### src/rtl/n64_serial_poller.sv
// N64 controller serial poller: sends 0x01 polls (or 0xFF resets) on the single-wire bus and captures replies.
// Define N64_GLITCH_FILTER_EN to insert a 3-sample majority filter after the input synchronizer.
module n64_serial_poller #(
    parameter int US_CYCLES     = 100,
    parameter int POLL_GAP_US   = 1000,
    parameter int RX_TIMEOUT_US = 64
) (
    input  logic        PCLK,
    input  logic        PRESERN,
    input  logic        polling_enable,
    input  logic        controller_reset,
    input  logic        n64_in,
    output logic        n64_oe,
    output logic [31:0] button_data,
    output logic        data_valid,
    output logic        timeout_err,
    output logic        busy
);
    localparam int GAP_CYC = POLL_GAP_US * US_CYCLES;
    localparam int TO_CYC  = RX_TIMEOUT_US * US_CYCLES;
    localparam int BIT_CYC = 4 * US_CYCLES;
    localparam int TW      = $clog2(GAP_CYC + TO_CYC + BIT_CYC + 1);

    localparam logic [TW-1:0] T_US_END  = TW'(US_CYCLES - 1);
    localparam logic [TW-1:0] T_BIT_END = TW'(BIT_CYC - 1);
    localparam logic [TW-1:0] T_SAMPLE  = TW'(2 * US_CYCLES - 1);
    localparam logic [TW-1:0] T_TO_END  = TW'(TO_CYC - 1);
    localparam logic [TW-1:0] T_GAP_END = TW'(GAP_CYC - 1);
    localparam logic [TW-1:0] T_LO1     = TW'(US_CYCLES);
    localparam logic [TW-1:0] T_LO0     = TW'(3 * US_CYCLES);

    typedef enum logic [2:0] {IDLE, TX_BIT, TX_STOP, RX_WAIT, RX_BIT, GAP} state_t;

    state_t         state, state_nxt;
    logic [TW-1:0]  tmr;
    logic [2:0]     bit_idx;
    logic [7:0]     cmd_sr;
    logic           cmd_ff;
    logic [31:0]    rx_sr;
    logic [5:0]     rx_cnt;
    logic           rst_pend;
    logic           ctrl_prev;
    logic           sync_p0, sync_p1;
    logic           line, line_prev;
    logic           fall;
    logic           rx_last;

    // Input conditioning: 2-flop synchronizer, optional majority filter
    always_ff @(posedge PCLK or negedge PRESERN) begin
        if (!PRESERN) begin
            sync_p0   <= 1'b1;
            sync_p1   <= 1'b1;
            line_prev <= 1'b1;
        end else begin
            sync_p0   <= n64_in;
            sync_p1   <= sync_p0;
            line_prev <= line;
        end
    end

`ifdef N64_GLITCH_FILTER_EN
    logic flt_p0, flt_p1, flt_q;

    always_ff @(posedge PCLK or negedge PRESERN) begin
        if (!PRESERN) begin
            flt_p0 <= 1'b1;
            flt_p1 <= 1'b1;
            flt_q  <= 1'b1;
        end else begin
            flt_p0 <= sync_p1;
            flt_p1 <= flt_p0;
            flt_q  <= (sync_p1 & flt_p0) | (sync_p1 & flt_p1) | (flt_p0 & flt_p1);
        end
    end

    assign line = flt_q;
`else
    assign line = sync_p1;
`endif

    assign fall    = line_prev & ~line;
    assign rx_last = (rx_cnt == (cmd_ff ? 6'd23 : 6'd31));

    always_ff @(posedge PCLK or negedge PRESERN) begin
        if (!PRESERN) state <= IDLE;
        else          state <= state_nxt;
    end

    always_comb begin
        state_nxt = state;
        unique case (state)
            IDLE:    if (rst_pend || polling_enable) state_nxt = TX_BIT;
            TX_BIT:  if (tmr == T_BIT_END && bit_idx == 3'd7) state_nxt = TX_STOP;
            TX_STOP: if (tmr == T_US_END) state_nxt = RX_WAIT;
            RX_WAIT: begin
                if (fall)                  state_nxt = RX_BIT;
                else if (tmr == T_TO_END)  state_nxt = GAP;
            end
            RX_BIT:  if (tmr == T_SAMPLE) state_nxt = rx_last ? GAP : RX_WAIT;
            GAP:     if (tmr == T_GAP_END) state_nxt = IDLE;
            default: state_nxt = IDLE;
        endcase
    end

    always_comb begin
        n64_oe = 1'b0;
        unique case (state)
            TX_BIT:  n64_oe = (tmr < (cmd_sr[7] ? T_LO1 : T_LO0));
            TX_STOP: n64_oe = 1'b1;
            default: n64_oe = 1'b0;
        endcase
        busy = (state != IDLE);
    end

    // Timers, shift registers, request latch and result registers
    always_ff @(posedge PCLK or negedge PRESERN) begin
        if (!PRESERN) begin
            tmr         <= '0;
            bit_idx     <= '0;
            cmd_sr      <= '0;
            cmd_ff      <= 1'b0;
            rx_sr       <= '0;
            rx_cnt      <= '0;
            rst_pend    <= 1'b0;
            ctrl_prev   <= 1'b0;
            button_data <= '0;
            data_valid  <= 1'b0;
            timeout_err <= 1'b0;
        end else begin
            data_valid  <= 1'b0;
            timeout_err <= 1'b0;
            ctrl_prev   <= controller_reset;
            if (state_nxt != state || (state == TX_BIT && tmr == T_BIT_END))
                tmr <= '0;
            else
                tmr <= tmr + 1'b1;

            unique case (state)
                IDLE: begin
                    bit_idx <= '0;
                    rx_cnt  <= '0;
                    if (rst_pend) begin
                        cmd_sr   <= 8'hFF;
                        cmd_ff   <= 1'b1;
                        rst_pend <= 1'b0;
                    end else begin
                        cmd_sr <= 8'h01;
                        cmd_ff <= 1'b0;
                    end
                end
                TX_BIT: if (tmr == T_BIT_END) begin
                    cmd_sr  <= {cmd_sr[6:0], 1'b0};
                    bit_idx <= bit_idx + 1'b1;
                end
                RX_WAIT: if (!fall && tmr == T_TO_END) timeout_err <= 1'b1;
                RX_BIT: if (tmr == T_SAMPLE) begin
                    rx_sr  <= {rx_sr[30:0], line};
                    rx_cnt <= rx_cnt + 1'b1;
                    if (rx_last && !cmd_ff) begin
                        button_data <= {rx_sr[30:0], line};
                        data_valid  <= 1'b1;
                    end
                end
                default: ;
            endcase

            // A new request arriving while the previous one is consumed must not be lost
            if (controller_reset && !ctrl_prev) rst_pend <= 1'b1;
        end
    end
endmodule

### config.mk
export PLATFORM = sky130hd
export DESIGN_NAME = n64_serial_poller
export DESIGN_NICKNAME = d
export VERILOG_FILES = /design/src/rtl/n64_serial_poller.sv
export SDC_FILE = /design/constraint.sdc
export NUM_CORES = 1
export LEC_CHECK = 0
export CAP_MARGIN = 0
export CORE_ASPECT_RATIO = 0.7
export CORE_MARGIN = 5
export CORE_UTILIZATION = 60
export CTS_CLUSTER_DIAMETER = 60
export CTS_CLUSTER_SIZE = 28
export DETAILED_ROUTE_END_ITERATION = 8
export PLACE_DENSITY = 0.79
export SLEW_MARGIN = 20
export SYNTH_ARGS = -nofsm -noshare
export SYNTH_HDL_FRONTEND = slang
export SYNTH_SLANG_ARGS = --single-unit
### constraint.sdc
create_clock -name PCLK -period 3.7 [get_ports PCLK]
set_input_delay 0.37 -clock PCLK [delete_from_list [all_inputs] [get_ports PCLK]]
set_output_delay 0.37 -clock PCLK [all_outputs]
set_load 0.01 [all_outputs]
==> run_results.csv <==
group,metric,value,unit
timing,fmax,334,MHz
timing,final-hold-violation-count,0,
cts,clockBufferDepth,2,
power_and_ir_drop,power.leakage,2.72,nW
setup_path,cp-start-kind,"flop",
power_and_ir_drop,ir_drop,0.000314,V
finish,drive_above_1_share,0.108,
detailed_routing,firstDrtPassIters,4,
floorplan,dieArea,0.00975,mm²
detailed_routing,vias,3258,
setup_path,required,3.33,ns
placement,dpl.hpwl,5990,µm
power_and_ir_drop,power_density,409,mW/mm²
cts,cts_resized,0,
floorplan,dieHeight,84.1,µm
grt,grt_pass1_vias,3214,
finish,finalInstanceArea,0.00553,mm²
cts,h-tree-depth,3,
timing,tns,0,ns
logic_synthesis,syn_nets,457,
logic_synthesis,synth_compound_area_frac,0.0481,
finish,diodes,0,
logic_synthesis,synth_xor_area_frac,0.0353,
logic_synthesis,ys_ff_latch,108,
detailed_routing,routed_wl,8960,µm
finish,multi_input_area,0.00189,mm²
setup_path,crit_type,"flop to primary output",
cts,cts_tree,"built",
logic_synthesis,syn_avg_cell_area,10.6,µm²
flow_run,drv_cap,0,
detailed_routing,viasPerCell,5.50,
logic_synthesis,synthCells,445,
timing,skew,0.00659,ns
logic_synthesis,synth_top_family_by_area,"simple AND/OR/NAND/NOR gates",
cts,cts-buffers-inserted,9,
detailed_routing,drtAntennaViolNets,0,
finish,nets,498,
setup_path,cp_max_fo,7,
setup_path,reg2reg_slack,1.13,ns
timing,period_needed,2.99,ns
floorplan,io_pins,41,
floorplan,initial_utilization,0.606,
timing,grt_setup_unrepaired,"no",
logic_synthesis,synthesis.area,0.00471,mm²
setup_path,crit_arrival,2.62,ns
logic_synthesis,yosysUniqueCellTypes,45,
finish,fillCellCount,562,
detailed_routing,drt_first_iter_violations,326,
timing,max-slew-margin-rel,0.330,
grt,grt_max_degree,78,
logic_synthesis,synth_warnings,0,
cts,clock_latency,0.35,ns
setup_path,end_kind,"primary output",
timing,tightest_slew,0.996,ns
detailed_routing,wl_met2,4220,µm
grt,antenna_found_initial,0,
logic_synthesis,synth-simple-area-share,0.223,
logic_synthesis,synth_edf_count,0,
timing,setup_viol,0,
placement,pre_cts_slack,1.08,ns
detailed_routing,routedWlPerCell,15.1,µm
grt,grt_overflow,0,
cts,clk_pin_slew,0.07,ns
cts,cts_hold_buf,0,
finish,synthToLayoutAreaGrowth,17.3,%
cts,cts_setup_buffers,0,
logic_synthesis,ys_async_sr_fraction,1.00,
timing,fin_ws,0.708,ns
timing,min_period_over_period,0.809,
detailed_routing,routed.top_layer,"met4",
timing,slew_violations,0,
floorplan,chipWidth,116,µm
placement,gp_congestion,0.935,
detailed_routing,met1Wirelength,4220,µm
timing,holdWs,0.151,ns
logic_synthesis,synthMuxAreaShare,0.0765,
floorplan,row_count,27,
cts,clock_tree.root_cell,"clkbuf_16",
placement,portBuffers,40,
grt,grt_first_pass_wirelength,15500,µm
finish,finish.utilization,0.711,
grt,track_usage,0.201,
detailed_routing,drc,0,
finish,seq_area,0.00271,mm²
detailed_routing,dr_wl_met3,401,µm
hold_path,hold_class,"input pin to async pin",
logic_synthesis,synthAdderAreaFrac,0.0186,
logic_synthesis,ys_seq_area_frac,0.574,
logic_synthesis,synthFlopType,"dfrtp_1",
placement,placed_area,0.00519,mm²
status,status,"completed",
floorplan,coreArea,0.00777,mm²
cts,cts_sinks,108,
[state kept, by name (all words and copies together) (netlist names)]
name / cells
button_data: 32
rx_sr: 31
tmr: 17
cmd_sr: 8
rx_cnt: 6
bit_idx: 3
state: 3
cmd_ff: 1
ctrl_prev: 1
data_valid: 1
line: 1
line_prev: 1
rst_pend: 1
sync_p0: 1
timeout_err: 1
[cell usage after synthesis, types with 3 or more instances]
cell	instances	area (µm²)
nand2_1	125	469
dfrtp_1	105	2630
nor2_1	32	120
mux2_2	21	236
nand3_1	15	75.1
nor3_1	13	65.1
mux2_1	11	124
xor2_1	11	96.3
a21oi_1	10	50.1
clkbuf_1	9	33.8
o21ai_0	9	45.0
xnor2_1	8	70.1
ha_1	7	87.6
inv_1	5	18.8
nand4_1	5	31.3
nand4b_1	5	43.8
nor2b_1	5	31.3
and2_1	3	18.8
and3_1	3	18.8
buf_6	3	33.8
dfstp_2	3	78.8
nand2b_1	3	18.8
[power by group]
| group | switching, W | internal, W | total, W |
|---|---|---|---|
| clock | 0.000427 | 0.000619 | 0.00105 |
| sequential | 0.00000124 | 0.00118 | 0.00118 |
| combinational | 0.0000229 | 0.00000531 | 0.0000282 |
[final timing paths]
check / from / end / cells past startpoint
worst max-delay path: tmr[3]$_DFF_PN0_ / n64_oe / 7
worst min-delay path: PRESERN / tmr[10]$_DFF_PN0_ / 1
worst max register to register: state[0]$_DFF_PN0_ / tmr[4]$_DFF_PN0_ / 6
worst min register to register: sync_p0$_DFF_PN1_ / line$_DFF_PN1_ / 0
max in group asynchronous: PRESERN / sync_p0$_DFF_PN1_ / 2
min in group PCLK: sync_p0$_DFF_PN1_ / line$_DFF_PN1_ / 0
[metal layers]
layer,global-route usage,vias up
met2,0.305,66
met4,0.0516,0
met5,0,-
li1,-,1586
met1,0.285,1595
met3,0.0612,11
[cell families (layout without fill, tap and decap cells)]
| kind of cell | Yosys count | after routing |
|---|---|---|
| buffers and inverters | 22 | 68 |
| adders and majority gates | 7 | 7 |
| xor gates and xnor gates | 19 | 19 |
| DFF | 108 | 108 |
| and+or+nand+nor | 224 | 224 |
| muxes | 32 | 32 |
| AOI/OAI and AO/OA | 33 | 33 |
[critical path, cell delays in order (launching register included)]
cell and delay [ns]:
dfrtp_1 0.45, ha_1 0.32, a211o_1 0.30, a311o_1 0.35
a21oi_1 0.15, a21oi_1 0.05, nor2_1 0.11, clkdlybuf4s50_1 0.54
[cell type report]
| class | count | share of cell area |
|---|---|---|
| Inverter | 6 | 0.00408 |
| Clock inverter | 6 | 0.0172 |
| Tap cell | 101 | 0.0229 |
| Timing Repair Buffer | 46 | 0.0802 |
| Multi-Input combinational cell | 315 | 0.343 |
| Clock buffer | 10 | 0.0433 |
| Sequential cell | 108 | 0.490 |
[layout by cell type (no fill, tap or decap), types with 2 or more instances in the layout]
master / instances
nand2_1: 125
dfrtp_1: 105
clkdlybuf4s50_1: 39
nor2_1: 32
mux2_2: 21
nand3_1: 15
nor3_1: 13
xor2_1: 11
mux2_1: 11
a21oi_1: 10
o21ai_0: 9
clkbuf_16: 9
xnor2_1: 8
ha_1: 7
buf_4: 7
inv_1: 5
nand4b_1: 5
nand4_1: 5
nor2b_1: 4
and3_1: 3
and2_1: 3
nand2b_1: 3
dfstp_2: 3
and4_1: 2
nor4_4: 2
nor4bb_1: 2
and4b_1: 2
a21boi_0: 2
a221o_1: 2
o211a_1: 2
nor3b_1: 2
nor4_1: 2
bufinv_16: 2
inv_8: 2
[through the flow]
step / std cells / total power [W]
6_report: 592 / 0.00226
5_1_grt: 592 / 0.00235
4_1_cts: 592 / 0.00228
3_5_place_dp: 576 / 0.00124
3_3_place_gp: 576 / 0.00124
2_1_floorplan: 445 / 0.00121
Power figures use the tool's default switching activity.
